### src/rtl/vpu_pkg.sv
// Shared types for the VPU execute sequencer: the micro-op format, functional-unit
// selector, sequencer states and the LMUL-to-register-group mapping.
package vpu_pkg;

    typedef enum logic [1:0] {
        FU_ALU = 2'd0,
        FU_MUL = 2'd1,
        FU_DIV = 2'd2,
        FU_LSU = 2'd3
    } fu_e;

    typedef struct packed {
        logic [4:0] vd;
        logic [4:0] vs1;
        logic [4:0] vs2;
        logic [2:0] vlmul;
        fu_e        fu;
    } VPU_uOP_t;

    typedef enum logic {
        SEQ_IDLE  = 1'b0,
        SEQ_ISSUE = 1'b1
    } seq_state_e;

    // Fractional and reserved encodings occupy a single register group.
    function automatic logic [3:0] lmul_to_groups(input logic [2:0] vlmul);
        case (vlmul)
            3'b000:  return 4'd1;
            3'b001:  return 4'd2;
            3'b010:  return 4'd4;
            3'b011:  return 4'd8;
            default: return 4'd1;
        endcase
    endfunction

endpackage

### src/rtl/vpu_outstanding_counter.sv
// Up/down count of parts issued to the FU but not yet completed, with a full flag.
// Decrements at zero are dropped so late completions after a reset are harmless.
module vpu_outstanding_counter #(
    parameter int MAX_OUTSTANDING = 8,
    parameter int CNT_W           = $clog2(MAX_OUTSTANDING + 1)
) (
    input  logic             clk_i,
    input  logic             rst_i,
    input  logic             inc_i,
    input  logic             dec_i,
    output logic [CNT_W-1:0] count_o,
    output logic             full_o
);

    logic [CNT_W-1:0] count_q;

    assign full_o  = (count_q == CNT_W'(MAX_OUTSTANDING));
    assign count_o = count_q;

    always_ff @(posedge clk_i) begin
        if (rst_i) begin
            count_q <= '0;
        end else if (inc_i && !dec_i && !full_o) begin
            count_q <= count_q + CNT_W'(1);
        end else if (!inc_i && dec_i && (count_q != '0)) begin
            count_q <= count_q - CNT_W'(1);
        end
    end

endmodule

### src/rtl/vpu_exe_sequencer.sv
// Accepts dispatched VPU micro-ops and expands each into 1/2/4/8 register-group parts
// for the execute FU, throttled by the number of parts still in flight.
module vpu_exe_sequencer
    import vpu_pkg::*;
#(
    parameter int MAX_OUTSTANDING = 8,
    parameter int CNT_W           = $clog2(MAX_OUTSTANDING + 1)
) (
    input  logic             clk_i,
    input  logic             rst_i,
    input  logic             dispatch_valid_i,
    input  VPU_uOP_t         dispatch_entry_i,
    output logic             dispatch_ready_o,
    output logic             fu_req_valid_o,
    output VPU_uOP_t         fu_req_o,
    input  logic             fu_req_ready_i,
    output logic             fu_last_o,
    input  logic             fu_done_i,
    output logic             busy_o,
    output logic [CNT_W-1:0] outstanding_o
);

    seq_state_e       state_q, state_d;
    VPU_uOP_t         uop_q, uop_d;
    logic [2:0]       part_q, part_d;
    logic [3:0]       groups;
    logic             last_part;
    logic             issue_valid;
    logic             fu_hs;
    logic             cap_full;
    logic [CNT_W-1:0] outstanding;

    assign groups      = lmul_to_groups(uop_q.vlmul);
    assign last_part   = ({1'b0, part_q} == (groups - 4'd1));
    assign issue_valid = (state_q == SEQ_ISSUE) && !cap_full;
    assign fu_hs       = issue_valid && fu_req_ready_i;

    vpu_outstanding_counter #(
        .MAX_OUTSTANDING(MAX_OUTSTANDING),
        .CNT_W          (CNT_W)
    ) u_outstanding (
        .clk_i  (clk_i),
        .rst_i  (rst_i),
        .inc_i  (fu_hs),
        .dec_i  (fu_done_i),
        .count_o(outstanding),
        .full_o (cap_full)
    );

    // Finishing the last part while a new uop waits takes it in the same cycle,
    // so consecutive uops stream without a bubble.
    always_comb begin
        state_d          = state_q;
        uop_d            = uop_q;
        part_d           = part_q;
        dispatch_ready_o = 1'b0;
        case (state_q)
            SEQ_IDLE: begin
                dispatch_ready_o = 1'b1;
                if (dispatch_valid_i) begin
                    uop_d   = dispatch_entry_i;
                    part_d  = 3'd0;
                    state_d = SEQ_ISSUE;
                end
            end
            SEQ_ISSUE: begin
                if (fu_hs) begin
                    if (!last_part) begin
                        part_d = part_q + 3'd1;
                    end else if (dispatch_valid_i) begin
                        dispatch_ready_o = 1'b1;
                        uop_d            = dispatch_entry_i;
                        part_d           = 3'd0;
                    end else begin
                        state_d = SEQ_IDLE;
                    end
                end
            end
            default: state_d = SEQ_IDLE;
        endcase
    end

    always_ff @(posedge clk_i) begin
        if (rst_i) begin
            state_q <= SEQ_IDLE;
            uop_q   <= '0;
            part_q  <= 3'd0;
        end else begin
            state_q <= state_d;
            uop_q   <= uop_d;
            part_q  <= part_d;
        end
    end

    // Register indices advance with the part number; 5-bit wrap is intentional.
    always_comb begin
        fu_req_o     = uop_q;
        fu_req_o.vd  = uop_q.vd  + {2'b00, part_q};
        fu_req_o.vs1 = uop_q.vs1 + {2'b00, part_q};
        fu_req_o.vs2 = uop_q.vs2 + {2'b00, part_q};
    end

    assign fu_req_valid_o = issue_valid;
    assign fu_last_o      = (state_q == SEQ_ISSUE) && last_part;
    assign busy_o         = (state_q != SEQ_IDLE) || (outstanding != '0);
    assign outstanding_o  = outstanding;

endmodule

### config.mk
export PLATFORM = sky130hd
export DESIGN_NAME = vpu_exe_sequencer
export DESIGN_NICKNAME = d
export VERILOG_FILES = /design/src/rtl/vpu_pkg.sv /design/src/rtl/vpu_outstanding_counter.sv /design/src/rtl/vpu_exe_sequencer.sv
export SDC_FILE = /design/constraint.sdc
export NUM_CORES = 1
export LEC_CHECK = 0
export CORE_MARGIN = 3
export CORE_UTILIZATION = 47
export DETAILED_ROUTE_END_ITERATION = 12
export PLACE_DENSITY = 0.82
export SLEW_MARGIN = 10
export SYNTH_ARGS = -nofsm -noshare
export SYNTH_HDL_FRONTEND = slang
export SYNTH_SLANG_ARGS = --single-unit
export TNS_END_PERCENT = 100
### constraint.sdc
create_clock -name clk_i -period 2.44 [get_ports clk_i]
set_input_delay 0.61 -clock clk_i [delete_from_list [all_inputs] [get_ports clk_i]]
set_output_delay 0.61 -clock clk_i [all_outputs]
set_load 0.005 [all_outputs]
; Word level (Yosys, flattened, before mapping)
; Index checks and enable logic that the tools add are counted.
; Widths: inputs -> output; s select.
[op_classes]
n_lt_le_gt_ge = 0
n_div = 0
shifts = 0
n_addsub = 7
n_reduce_logical = 14
bitwise_logic = 1
n_eq_ne = 7
n_mul = 0
muxes = 18
[op_table]
columns = op, count
row1 = $mux 20, 3
row2 = $pmux 20 s2, 1
row3 = $add 5x3->5, 3
row4 = $pmux 4 s3, 1
row5 = $mux 3, 3
row6 = $mux 4, 2
row7 = $sub 4x1->4 const B, 2
row8 = $logic_and 1x1->1, 7
row9 = $eq 3x2->1 const B, 2
row10 = $pmux 3 s2, 1
row11 = $mux 1, 5
row12 = $add 4x1->4 const B, 1
row13 = $eq 3x4->1, 1
row14 = $eq 4x4->1 const B, 1
row15 = $ne 2x1->1 const B, 2
row16 = $pmux 1 s2, 2
row17 = $reduce_bool 4->1, 1
row18 = $add 3x1->3 const B, 1
row19 = $eq 3x1->1 const B, 1
row20 = $logic_not 1->1, 3
row21 = $reduce_and 2->1, 1
row22 = $reduce_bool 2->1, 1
row23 = $logic_or 1x1->1, 1
row24 = $not 1->1, 1
[totals]
latch_bits = 0
in_bits = 25
reg_bits = 28
ramBits = 0
romBits = 0
output_inout_bits = 28
n_memories = 0

; Longest topological paths before layout
; Gate-level depths: netlist (run 1).
[logic_depth]
depth_word = 9
mapped_depth = 8
mapped_depth_nobuf = 8

; Modules after synthesis
; A second synthesis (run 1) with hierarchy kept.
[unflattened]
cells_unflattened = 233
hier_area_um2 = 1964.4
[modules_own_cells]
columns = module, area_each_um2, cells_each, instances, seq_area_each_um2
row1 = vpu_exe_sequencer, 1672.9, 204, 1, 480.5
row2 = vpu_outstanding_counter, 291.5, 29, 1, 80.1

; Worst setup path before layout (run 1)
; OpenSTA, ideal clock, no wires.
[synth_timing]
kind = in2reg
start = input port fu_req_ready_i
end = register u_outstanding.count_q[3] (netlist: u_outstanding.count_o[3])
arrival_time_ns = 2.032
required_ns = 2.312
path_stages = 8
path_buffers = 0
setup_ns = 0.128
setup_slack_ns = 0.280
path_cell_list = nand2_1 > or3_1 > ha_1 > a21o_1 > a21oi_1 > nor2_1 > a41oi_1 > o31ai_1
[synth_via]
elab_chain_cells = 5
[synth_lines]
columns = element, line
row1 = from (decl), vpu_exe_sequencer.sv:16  ; input logic fu_req_ready_i,
row2 = $logic_and 1x1->1 *, vpu_exe_sequencer.sv:36  ; assign fu_hs = issue_valid && fu_req_ready_i;
row3 = $logic_not 1->1, vpu_outstanding_counter.sv:25  ; end else if (!inc_i && dec_i && (count_q != '0)) begin
row4 = $logic_and 1x1->1 (2 in a row), vpu_outstanding_counter.sv:25
row5 = $reduce_bool 2->1 (no source line), n/a
row6 = to (signal assigned), vpu_outstanding_counter.sv:24  ; count_q <= count_q + CNT_W'(1);
row7 = to (signal assigned), vpu_outstanding_counter.sv:26  ; count_q <= count_q - CNT_W'(1);
row8 = to (decl), vpu_outstanding_counter.sv:15  ; logic [CNT_W-1:0] count_q;
; Every way passes the cells marked *; elsewhere a longest branch is shown, timed or not.
; A chain may end at the register's enable or synchronous reset.

; Worst setup path in the final report (run 1)
; Ends and elaborated chain as after synthesis.

==> results of run 1 <==
[worst paths after layout]
kind                              endpoint  slack (ns)  depth (start not counted)
setup / recovery  u_outstanding.count_o[3]        0.03                          9
setup reg to reg  u_outstanding.count_o[3]        0.23                          8
hold / removal    u_outstanding.count_o[3]        0.54                          1
hold reg to reg   u_outstanding.count_o[3]        0.54                          1
[worst reg2reg max path: stages, from the launching register on]
cell     delay, ns
dfxtp_1       0.55
nor4b_4       0.09
buf_4         0.16
or3_4         0.39
ha_4          0.22
a21o_1        0.18
a21oi_4       0.17
a41oi_2       0.13
o31ai_1       0.23
[state kept, by name (all words and copies together), names as in the netlist]
register and flops:
uop_q 15, fu_req_o 5, u_outstanding.count_o 4, part_q 3, state_q 1
[kinds of logic (layout without fill, tap and decap cells)]
kind of cell / after synthesis / in the layout / synth area share
buffers and inverters: 30 / 100 / 0.08184
adder cells (fa/ha/maj): 16 / 16 / 0.1265
XOR/XNOR: 11 / 11 / 0.05296
flip-flops: 28 / 28 / 0.3081
AND/OR/NAND/NOR: 53 / 53 / 0.2063
AO/OA/AOI/OAI: 69 / 69 / 0.2187
multiplexers: 1 / 1 / 0.005502
[repair_timing]
| action | in CTS | in global routing |
|---|---|---|
| setup buffers | 3 | 0 |
| gates resized for setup | 51 | 27 |
| pin swaps | 1 | 7 |
| setup endpoints to repair | 16 | 10 |
[layout make-up]
type / instances / area share
multi-input combinational: 150 / 0.4551
timing repair buffer: 83 / 0.2715
sequential: 28 / 0.2093
tap: 46 / 0.02075
inverter: 13 / 0.01759
clock buffer: 3 / 0.01488
clock inverter: 1 / 0.01083
[power breakdown]
group | internal [mW] | total, mW | switching, mW | leakage (nW)
clock network | 0.220 | 0.367 | 0.147 | 0.0357
registers | 0.518 | 0.585 | 0.0670 | 0.234
logic | 0.432 | 0.760 | 0.328 | 0.846
[metal layers]
layer / track usage / share of wire
met1: 0.2882 / 0.42
met2: 0.3815 / 0.53
met3: 0.02463 / 0.035
met4: 0.06700 / 0.014
met5: 0 / 0
[stage by stage]
step	cell area [um^2]	cells	hold WS, ns
final	2774	324	0.5397
after CTS	2716	324	0.5506
after global routing	2774	324	0.5796
after global placement	2535	317	0.5272
after floorplan	1819	208	0.5028
after detailed placement	2535	317	0.5286
[synthesized netlist by cell type (2+ instances only)]
cell,number
buf_4,5
xnor2_1,11
dfxtp_1,28
or3_1,8
o21ai_0,22
nor2_1,7
nor3_1,2
a21oi_2,2
nand3_1,3
inv_1,12
clkbuf_1,8
a21oi_1,27
nor2b_1,5
or3b_1,16
a211oi_1,2
o21ai_1,4
a31oi_1,3
buf_6,2
buf_2,2
ha_1,12
nand2_1,2
a21o_1,4
fa_1,4
==> metrics.md, run 1 <==
| Metric | Value |
|---|---|
| H-tree Lvls | `1` |
| Cells along the critical path | `clkdlybuf4s50_1, nand2_1, buf_4, or3_4, ha_4, a21o_1, a21oi_4, a41oi_2, o31ai_1` |
| Hpwl dp | `3.270 mm` |
| Crit-path max FO | `5` |
| Diodes inserted | `0` |
| Final GP Congestion | `0.8759` |
| Skew-Pair Late Insertion Delay | `0.28 ns` |
| TritonCTS clock tree | `yes` |
| Unrepaired setup endpoints after global routing | `true` |
| Worst Setup Path Type | `in2reg` |
| Clock sinks | `28` |
| Largest net degree at the start of global routing | `42` |
| Number of routed nets with antenna violations | `0` |
| Final Max Slew Viols | `0` |
| Hold_buf cts | `0` |
| Fillers | `242` |
| Cell area after synthesis | `1819 um^2` |
| First drt pass iteration count | `4` |
| Initial antenna violation count | `0` |
| Hold path start | `u_outstanding.count_o[3]` |
| Crit start category | `input pin` |
| Die Footprint | `4653 um^2` |
| CP Buf/Inv Count | `2` |
| Tot GR Track Use | `0.2212` |
| Crit path time final | `2.410 ns` |
| Share of the synthesized area in the top cell type | `0.3081` |
| Syn avg cell area | `8.746 um^2` |
| Share of cells above drive strength 1 | `0.2806` |
| Setup TNS Final | `0 ns` |
| Grt ovf | `0` |
| Setup crit end kind | `flop` |
| Clock buffer depth | `2` |
| Row count | `21` |
| Final-stage net count | `320` |
| DR vias | `1792` |
| Crit. Startpoint | `fu_req_ready_i` |
| Synth area leaders | `dfxtp_1 31%, ha_1 8.3%, or3b_1 7.7%` |
| DRC | `0` |
| Worst IR Drop VDD | `650.5 uV` |
| Setup-failing EPs final | `0` |
| Highest Clock Rate | `414.9 MHz` |
| Pwr Total | `1.713 mW` |
| Initial Util | `0.5167` |
| Vias/cell | `5.531` |
| Layout area overhead | `52.48%` |
| R2R Path Start | `u_outstanding.count_o[2]` |
| CP arrival | `2.60 ns` |
| Worst EP required | `2.63 ns` |
| Post-route setup slack | `0.02966 ns` |
| EDFF count, synth | `0` |
| IO buf count | `52` |
| Worst hold path type | `reg2reg` |
| Commonest non-fill, non-tap cells in the layout | `36 x clkdlybuf4s50_1, 28 x buf_4, 23 x a21oi_1` |
| Mapped Cells | `208` |
| Synthesis warning total | `0` |
| Core area | `3521 um^2` |
| Max_cap viols | `0` |
| CTS buffer count | `3` |
| FF+latch area | `580.6 um^2` |
| Commonest non-fill, non-tap cell in the layout | `clkdlybuf4s50_1` |
| Final Cycle Share | `0.9878` |
| Top_reg_cell synth | `dfxtp_1` |
| IO Pins | `53` |
| DR iter-0 viols | `116` |
| Worst Tran Pin Value | `0.6190 ns` |
| Vias in the first global route | `1667` |
| Synth Net Count | `249` |
| Final hold violations | `0` |
| Unique masters post-synth | `40` |
| Clock slew at reported path FFs | `0.09 ns` |
| Status | `finished clean` |
| Die X | `68.22 um` |
| Setup Skew | `0.008098 ns` |
| Crit-path slowest cell | `clkdlybuf4s50_1` |
| Synth Register Bits | `28` |
| WL/cell | `15.91 um` |
| Footprint of the multi-input gates | `1262 um^2` |
| Area leader, netlist | `dfxtp_1` |
| CP peak stage delay | `0.46 ns` |
| Die height | `68.22 um` |
| Final wirelength | `5.155 mm` |
| Critical path's top delay family | `compound AO/OA/AOI/OAI gates` |
| Leakage | `1.116 nW` |
| First-pass GRT wire length | `7.866 mm` |
| Final Core Density | `0.7878` |
| Power Density | `617.4 nW/um^2` |
| Fraction of registers with async set/reset | `0` |
| Sequential fraction of the synthesis area | `0.3081` |
| Clock Root Buffer | `clkbuf_8` |
| Slew HR | `0.5860` |
| Pre-CTS setup slack | `-0.3329 ns` |
Power figures use the tool's default switching activity.
==> run 2, diff against run 1 <==
Settings changed: GPL_TIMING_DRIVEN from default to 0, HOLD_SLACK_MARGIN from default to 0.03.
==> run 2 against run 1 <==
The flow now finishes with violations (setup timing). Non-clock buffer count grew 5. Total power shrank 13%. Count of clock-buffer cells in the layout is the same. Critical endpoint is now fu_req_o[9]. Highest routed layer unchanged.
==> metrics.md, run 2 (synthesis results as in run 1) <==
| Metric | Value |
|---|---|
| IO Pins | `53` |
| Final Cycle Share | `1.053` |
| Worst Tran Pin Value | `0.5737 ns` |
| Crit path time final | `2.570 ns` |
| DRC | `0` |
| Reg2reg path depth | `8` |
| Reg2reg setup slack | `0.27 ns` |
| Final Core Density | `0.7758` |
| Die X | `68.22 um` |
| Layout area overhead | `50.14%` |
| First-pass GRT wire length | `8.521 mm` |
| Initial antenna violation count | `0` |
| Unrepaired setup endpoints after global routing | `true` |
| Worst Setup Path Type | `reg2out` |
| TritonCTS clock tree | `yes` |
| Hold Slack | `0.5131 ns` |
| Diodes inserted | `0` |
| Slew HR | `0.6176` |
| Hold_buf cts | `0` |
| Clock slew at reported path FFs | `0.09 ns` |
| Most flop-heavy register | `uop_q` |
| Commonest non-fill, non-tap cells in the layout | `36 x clkdlybuf4s50_1, 23 x a21oi_1, 21 x dfxtp_1` |
| Final hold violations | `0` |
| Setup-failing EPs final | `3` |
| Final wirelength | `5.364 mm` |
| Core area | `3521 um^2` |
| Final Max Slew Viols | `0` |
| Worst setup path endpoint | `fu_req_o[9]` |
| Post-Place Cells | `306` |
| Number of routed nets with antenna violations | `0` |
| Worst IR Drop VDD | `472.8 uV` |
| Violated checks | `setup timing` |
| Max_cap viols | `0` |
| Final GP Congestion | `0.8182` |
| Worst hold path type | `reg2reg` |
| Final-stage net count | `325` |
| WL/cell | `16.35 um` |
| RR Endpoint | `u_outstanding.count_o[2]` |
| Setup Skew | `0.005818 ns` |
| Pwr Total | `1.482 mW` |
| Crit start category | `flop` |
| Die Footprint | `4653 um^2` |
| Tot GR Track Use | `0.2391` |
| Grt ovf | `0` |
| First drt pass iteration count | `4` |
| R2R Path Start | `u_outstanding.count_o[1]` |
| Largest register FFs | `15` |
| Skew-Pair Late Insertion Delay | `0.27 ns` |
| Vias in the first global route | `1786` |
| Largest net degree at the start of global routing | `15` |
| H-tree Lvls | `1` |
| Clock Root Buffer | `clkbuf_8` |
| Final Non-Filler Cells | `328` |
| Setup crit end kind | `output port` |
| DR vias | `1863` |
| Hpwl dp | `3.324 mm` |
| Clock sinks | `28` |
| Commonest non-fill, non-tap cell in the layout | `clkdlybuf4s50_1` |
| Post-route setup slack | `-0.1297 ns` |
| Crit. Startpoint | `part_q[1]` |
| Initial Util | `0.5167` |
| Row count | `21` |
| Vias/cell | `5.680` |
| Clock buffer depth | `2` |
| DR iter-0 viols | `96` |
| Crit-path max FO | `4` |
| Status | `complete, but fails checks` |
| CP arrival | `1.96 ns` |
| Leakage | `1.064 nW` |
| CTS buffer count | `3` |
| Highest Clock Rate | `389.2 MHz` |
| Worst EP required | `1.83 ns` |
| Power Density | `542.6 nW/um^2` |
| Die height | `68.22 um` |
| Share of cells above drive strength 1 | `0.2837` |
| IO buf count | `52` |
run 2: cell types whose count changed in the layout (fill, tap and decap cells not counted), moves of 3 or more:
cell,before,now
buf_2,3,6
dfxtp_2,4,1
buf_4,28,19
clkbuf_2,3,6
dlymetal6s2s_1,3,0
clkbuf_1,0,8
dlygate4sd2_1,5,2
buf_6,1,7
run 2: cell type report:
cell class,instances,area [um^2]
Multi-Input combinational cell,150,1266
Fill cell,246,789.5
Timing Repair Buffer,71,629.4
Sequential cell,28,584.3
Buffer,17,100.1
Tap cell,46,57.56
Inverter,13,52.55
Clock buffer,3,41.29
run 2: worst max-delay path: stages (launching register included):
cell and delay, ns:
dfxtp_4 0.36, buf_6 0.09, buf_6 0.09, clkinvlp_4 0.14, fa_2 0.43, nor2b_2 0.16, o21ai_2 0.08, xnor2_1 0.19
buf_2 0.15
run 2: metrics by stage:
stage | worst slack [ns] | TNS (ns) | area (um^2)
2_1_floorplan | 0.2798 | 0 | 1819
3_3_place_gp | -0.4326 | -2.303 | 2397
3_5_place_dp | -0.4321 | -2.923 | 2397
4_1_cts | -0.1117 | -0.1528 | 2665
5_1_grt | -0.2295 | -0.5605 | 2731
6_report | -0.1297 | -0.1668 | 2731
run 2: worst min path at each step:
stage / end / start / cells after the start / slack (ns)
floorplan: u_outstanding.count_o[3] / u_outstanding.count_o[3] / 1 / 0.50
global placement: u_outstanding.count_o[3] / u_outstanding.count_o[3] / 1 / 0.53
detailed placement: u_outstanding.count_o[3] / u_outstanding.count_o[3] / 1 / 0.53
CTS: part_q[0] / part_q[0] / 1 / 0.50
global route: part_q[0] / part_q[0] / 1 / 0.54
finish: part_q[0] / part_q[0] / 1 / 0.51
run 2: per-layer routing:
layer / vias to the layer above / part of all wire / track usage
li1: 891 / - / -
met1: 886 / 0.42 / 0.3135
met2: 72 / 0.51 / 0.4019
met3: 14 / 0.051 / 0.02791
met4: 0 / 0.025 / 0.08685
met5: - / 0 / 0
run 2: power by group:
| group | leakage (nW) | internal [mW] | switching, mW | total, mW |
|---|---|---|---|---|
| Sequential | 0.235 | 0.516 | 0.0591 | 0.575 |
| Clock | 0.0216 | 0.111 | 0.138 | 0.248 |
| Combinational | 0.808 | 0.362 | 0.296 | 0.658 |
| Total | 1.06 | 0.989 | 0.493 | 1.48 |
run 2: timing repair:
item / CTS / global route
setup buffers: 14 / 6
gates resized for setup: 69 / 29
endpoints found under the setup margin: 16 / 11
pin swaps: 7 / 15
==> run 3, diff against run 2 <==
Settings changed: ABC_AREA from default to 1, CORE_UTILIZATION 47 to 49, PLACE_DENSITY 0.82 to 0.84.
==> run 3 against run 2 <==
The run now ends clean. Final area about the same. Count of clock-buffer cells in the layout did not move. First-iteration DRC count increased by 44%. Sequential share of layout area down 0.44 points. Combinational power grew 36%. Synthesized cell count grew 24%. Critical path depth is 2 lower. Via count rose by 1.2%. Cell count increased by 13%. Critical endpoint is now fu_req_o[14].
==> metrics.md, run 3 <==
| Metric | Value |
|---|---|
| Clock buffer depth | `2` |
| Final Max Slew Viols | `0` |
| Post-Synth Adder-Cell Area | `0.1151` |
| Top_reg_cell synth | `dfxtp_1` |
| Xor/xnor cell area share of the yosys netlist | `0.04819` |
| IO buf count | `52` |
| Sequential fraction of the synthesis area | `0.2804` |
| Top cells by count, synth | `54 x nand2_1, 31 x a21oi_1, 28 x dfxtp_1` |
| Worst IR Drop VDD | `566.9 uV` |
| WL/cell | `13.02 um` |
| Syn avg cell area | `7.750 um^2` |
| DR iter-0 viols | `138` |
| Mapped Cells | `258` |
| Crit-path max FO | `4` |
| CTS buffer count | `3` |
| DR vias | `1886` |
| Cells along the critical path | `clkinvlp_4, buf_4, fa_2, o21ai_2, xor2_1, buf_2` |
| Synthesis warning total | `0` |
| Core area | `3799 um^2` |
| Worst Tran Pin Value | `0.2618 ns` |
| Synth Register Bits | `28` |
| Leakage | `1.289 nW` |
| Setup crit end kind | `output port` |
| Clock slew at reported path FFs | `0.10 ns` |
| IO Pins | `53` |
| Die height | `69.88 um` |
| Number of routed nets with antenna violations | `0` |
| Clock sinks | `28` |
| Final GP Congestion | `0.7732` |
| Final Cycle Share | `0.9798` |
| Die Footprint | `4883 um^2` |
| Commonest non-fill, non-tap cells in the layout | `53 x nand2_1, 38 x clkdlybuf4s50_1, 31 x a21oi_1` |
| Power Density | `693.2 nW/um^2` |
| CP peak stage delay | `0.37 ns` |
| Crit start category | `flop` |
| Fraction of registers with async set/reset | `0` |
| Largest register FFs | `15` |
| Crit-path slowest cell | `dfxtp_4` |
| Final wirelength | `4.819 mm` |
| DRC | `0` |
| Post-Synth Simple-Gate Area | `0.3273` |
| Final hold violations | `0` |
| Initial antenna violation count | `0` |
| Max_cap viols | `0` |
| Clock Root Buffer | `clkbuf_8` |
| TritonCTS clock tree | `yes` |
| First-pass GRT wire length | `8.142 mm` |
| Vias/cell | `5.097` |
| Status | `finished clean` |
| Setup Skew | `0.001870 ns` |
| Largest net degree at the start of global routing | `17` |
| Synth area leaders | `dfxtp_1 28%, nand2_1 10%, a21oi_1 7.8%` |
| Skew-Pair Late Insertion Delay | `0.28 ns` |
| Slew HR | `0.8252` |
| Worst EP required | `1.83 ns` |
| Initial Util | `0.5264` |
| Final Core Density | `0.7184` |
| Diodes inserted | `0` |
| Synth Net Count | `299` |
| Synth Area in Compound Gates | `0.1045` |
| Final-stage net count | `364` |
| Mux contribution to synthesized area | `0` |
| Layout area overhead | `36.48%` |
| CP Buf/Inv Count | `3` |
| Hpwl dp | `3.465 mm` |
| First drt pass iteration count | `4` |
| Pre-CTS setup slack | `-0.4769 ns` |
| Unrepaired setup endpoints after global routing | `true` |
| Crit path time final | `2.391 ns` |
| Worst hold path type | `reg2reg` |
| Final instance area | `2729 um^2` |
| Vias in the first global route | `1801` |
| Commonest non-fill, non-tap cell in the layout | `nand2_1` |
| Main combinational cell family by area after synthesis | `simple AND/OR/NAND/NOR gates` |
| Highest Clock Rate | `418.3 MHz` |
| Cell area after synthesis | `1999 um^2` |
| Tot GR Track Use | `0.2017` |
| Die X | `69.88 um` |
| Most flop-heavy register | `uop_q` |
| Worst Setup Path Type | `reg2out` |
| Area after detailed placement | `2580 um^2` |
| Post-route setup slack | `0.04920 ns` |
| Unique masters post-synth | `29` |
| Row count | `22` |
| Share of the synthesized area in the top cell type | `0.2804` |
| H-tree Lvls | `1` |
| CP arrival | `1.78 ns` |
| Count leader, synth | `nand2_1` |
| Grt ovf | `0` |
| Area leader, netlist | `dfxtp_1` |
| EDFF count, synth | `0` |
| Critical path's top delay family | `buffers and inverters` |
| Share of cells above drive strength 1 | `0.2174` |
| Setup-failing EPs final | `0` |
run 3: cell types whose count changed after synthesis, sizes merged, moves of 11 or more:
cell | previous run | this run
or3b | 16 | 0
nand3b | 0 | 20
nor2 | 7 | 30
nand2 | 2 | 56
o21ai | 26 | 8
inv | 13 | 24
run 3: timing repair:
action,in CTS,in global routing
hold buffers,0,0
hold endpoints to repair,0,0
resized for setup,39,7
pin swaps,6,4
setup buffers,8,0
setup endpoints to repair,14,5
run 3: kinds of logic (layout without fill, tap and decap cells):
kind of cell	count (synthesis)	in the layout
xor gates and xnor gates	11	11
DFF	28	28
AOI/OAI and AO/OA	41	41
adders and majority gates	16	16
buffers and inverters	41	105
and+or+nand+nor	121	121
run 3: metal layers:
layer	part of all wire	up-vias	global-route usage
li1	-	966	-
met1	0.45	864	0.2524
met2	0.50	49	0.3568
met3	0.043	7	0.03165
met4	0.012	0	0.05532
met5	0	-	0
run 3: path summary, 6_finish.rpt:
path / startpoint / cells after the start / slack [ns] / end
setup / recovery: part_q[1] / 6 / 0.05 / fu_req_o[14]
hold / removal: fu_req_o[1] / 2 / 0.51 / fu_req_o[1]
setup reg to reg: u_outstanding.count_o[0] / 12 / 0.45 / u_outstanding.count_o[3]
hold reg to reg: fu_req_o[1] / 2 / 0.51 / fu_req_o[1]
run 3: worst reg2reg max path, delay by kind of cell (launching register included):
| family | cells | cell delay (ns) |
|---|---|---|
| AO/OA/AOI/OAI | 1 | 0.20 |
| adder cells (fa/ha/maj) | 1 | 0.34 |
| buffers and inverters | 1 | 0.11 |
| flip-flops | 1 | 0.48 |
| AND/OR/NAND/NOR | 9 | 0.76 |
run 3: power breakdown:
part           internal, mW  switching (mW)  total [mW]
logic                 0.460           0.435       0.895
registers             0.538          0.0886       0.626
clock network         0.220           0.150       0.370
run 3: layout make-up:
type | count | area, um^2
timing repair buffer | 60 | 559.3
inverter | 25 | 101.3
sequential | 28 | 571.8
fill | 318 | 1070
multi-input combinational | 189 | 1214
clock inverter | 1 | 30.03
buffer | 16 | 151.4
clock buffer | 3 | 41.29
tap | 48 | 60.06
run 3: stage by stage:
step / power [mW] / hold WS (ns) / std cells / setup TNS [ns]
global route: 2.032 / 0.5399 / 370 / -0.05934
finish: 1.892 / 0.5082 / 370 / 0
detailed placement: 1.528 / 0.4834 / 358 / -2.122
floorplan: 1.169 / 0.4581 / 258 / 0
global placement: 1.505 / 0.4768 / 358 / -1.606
CTS: 1.909 / 0.5089 / 370 / -0.01441
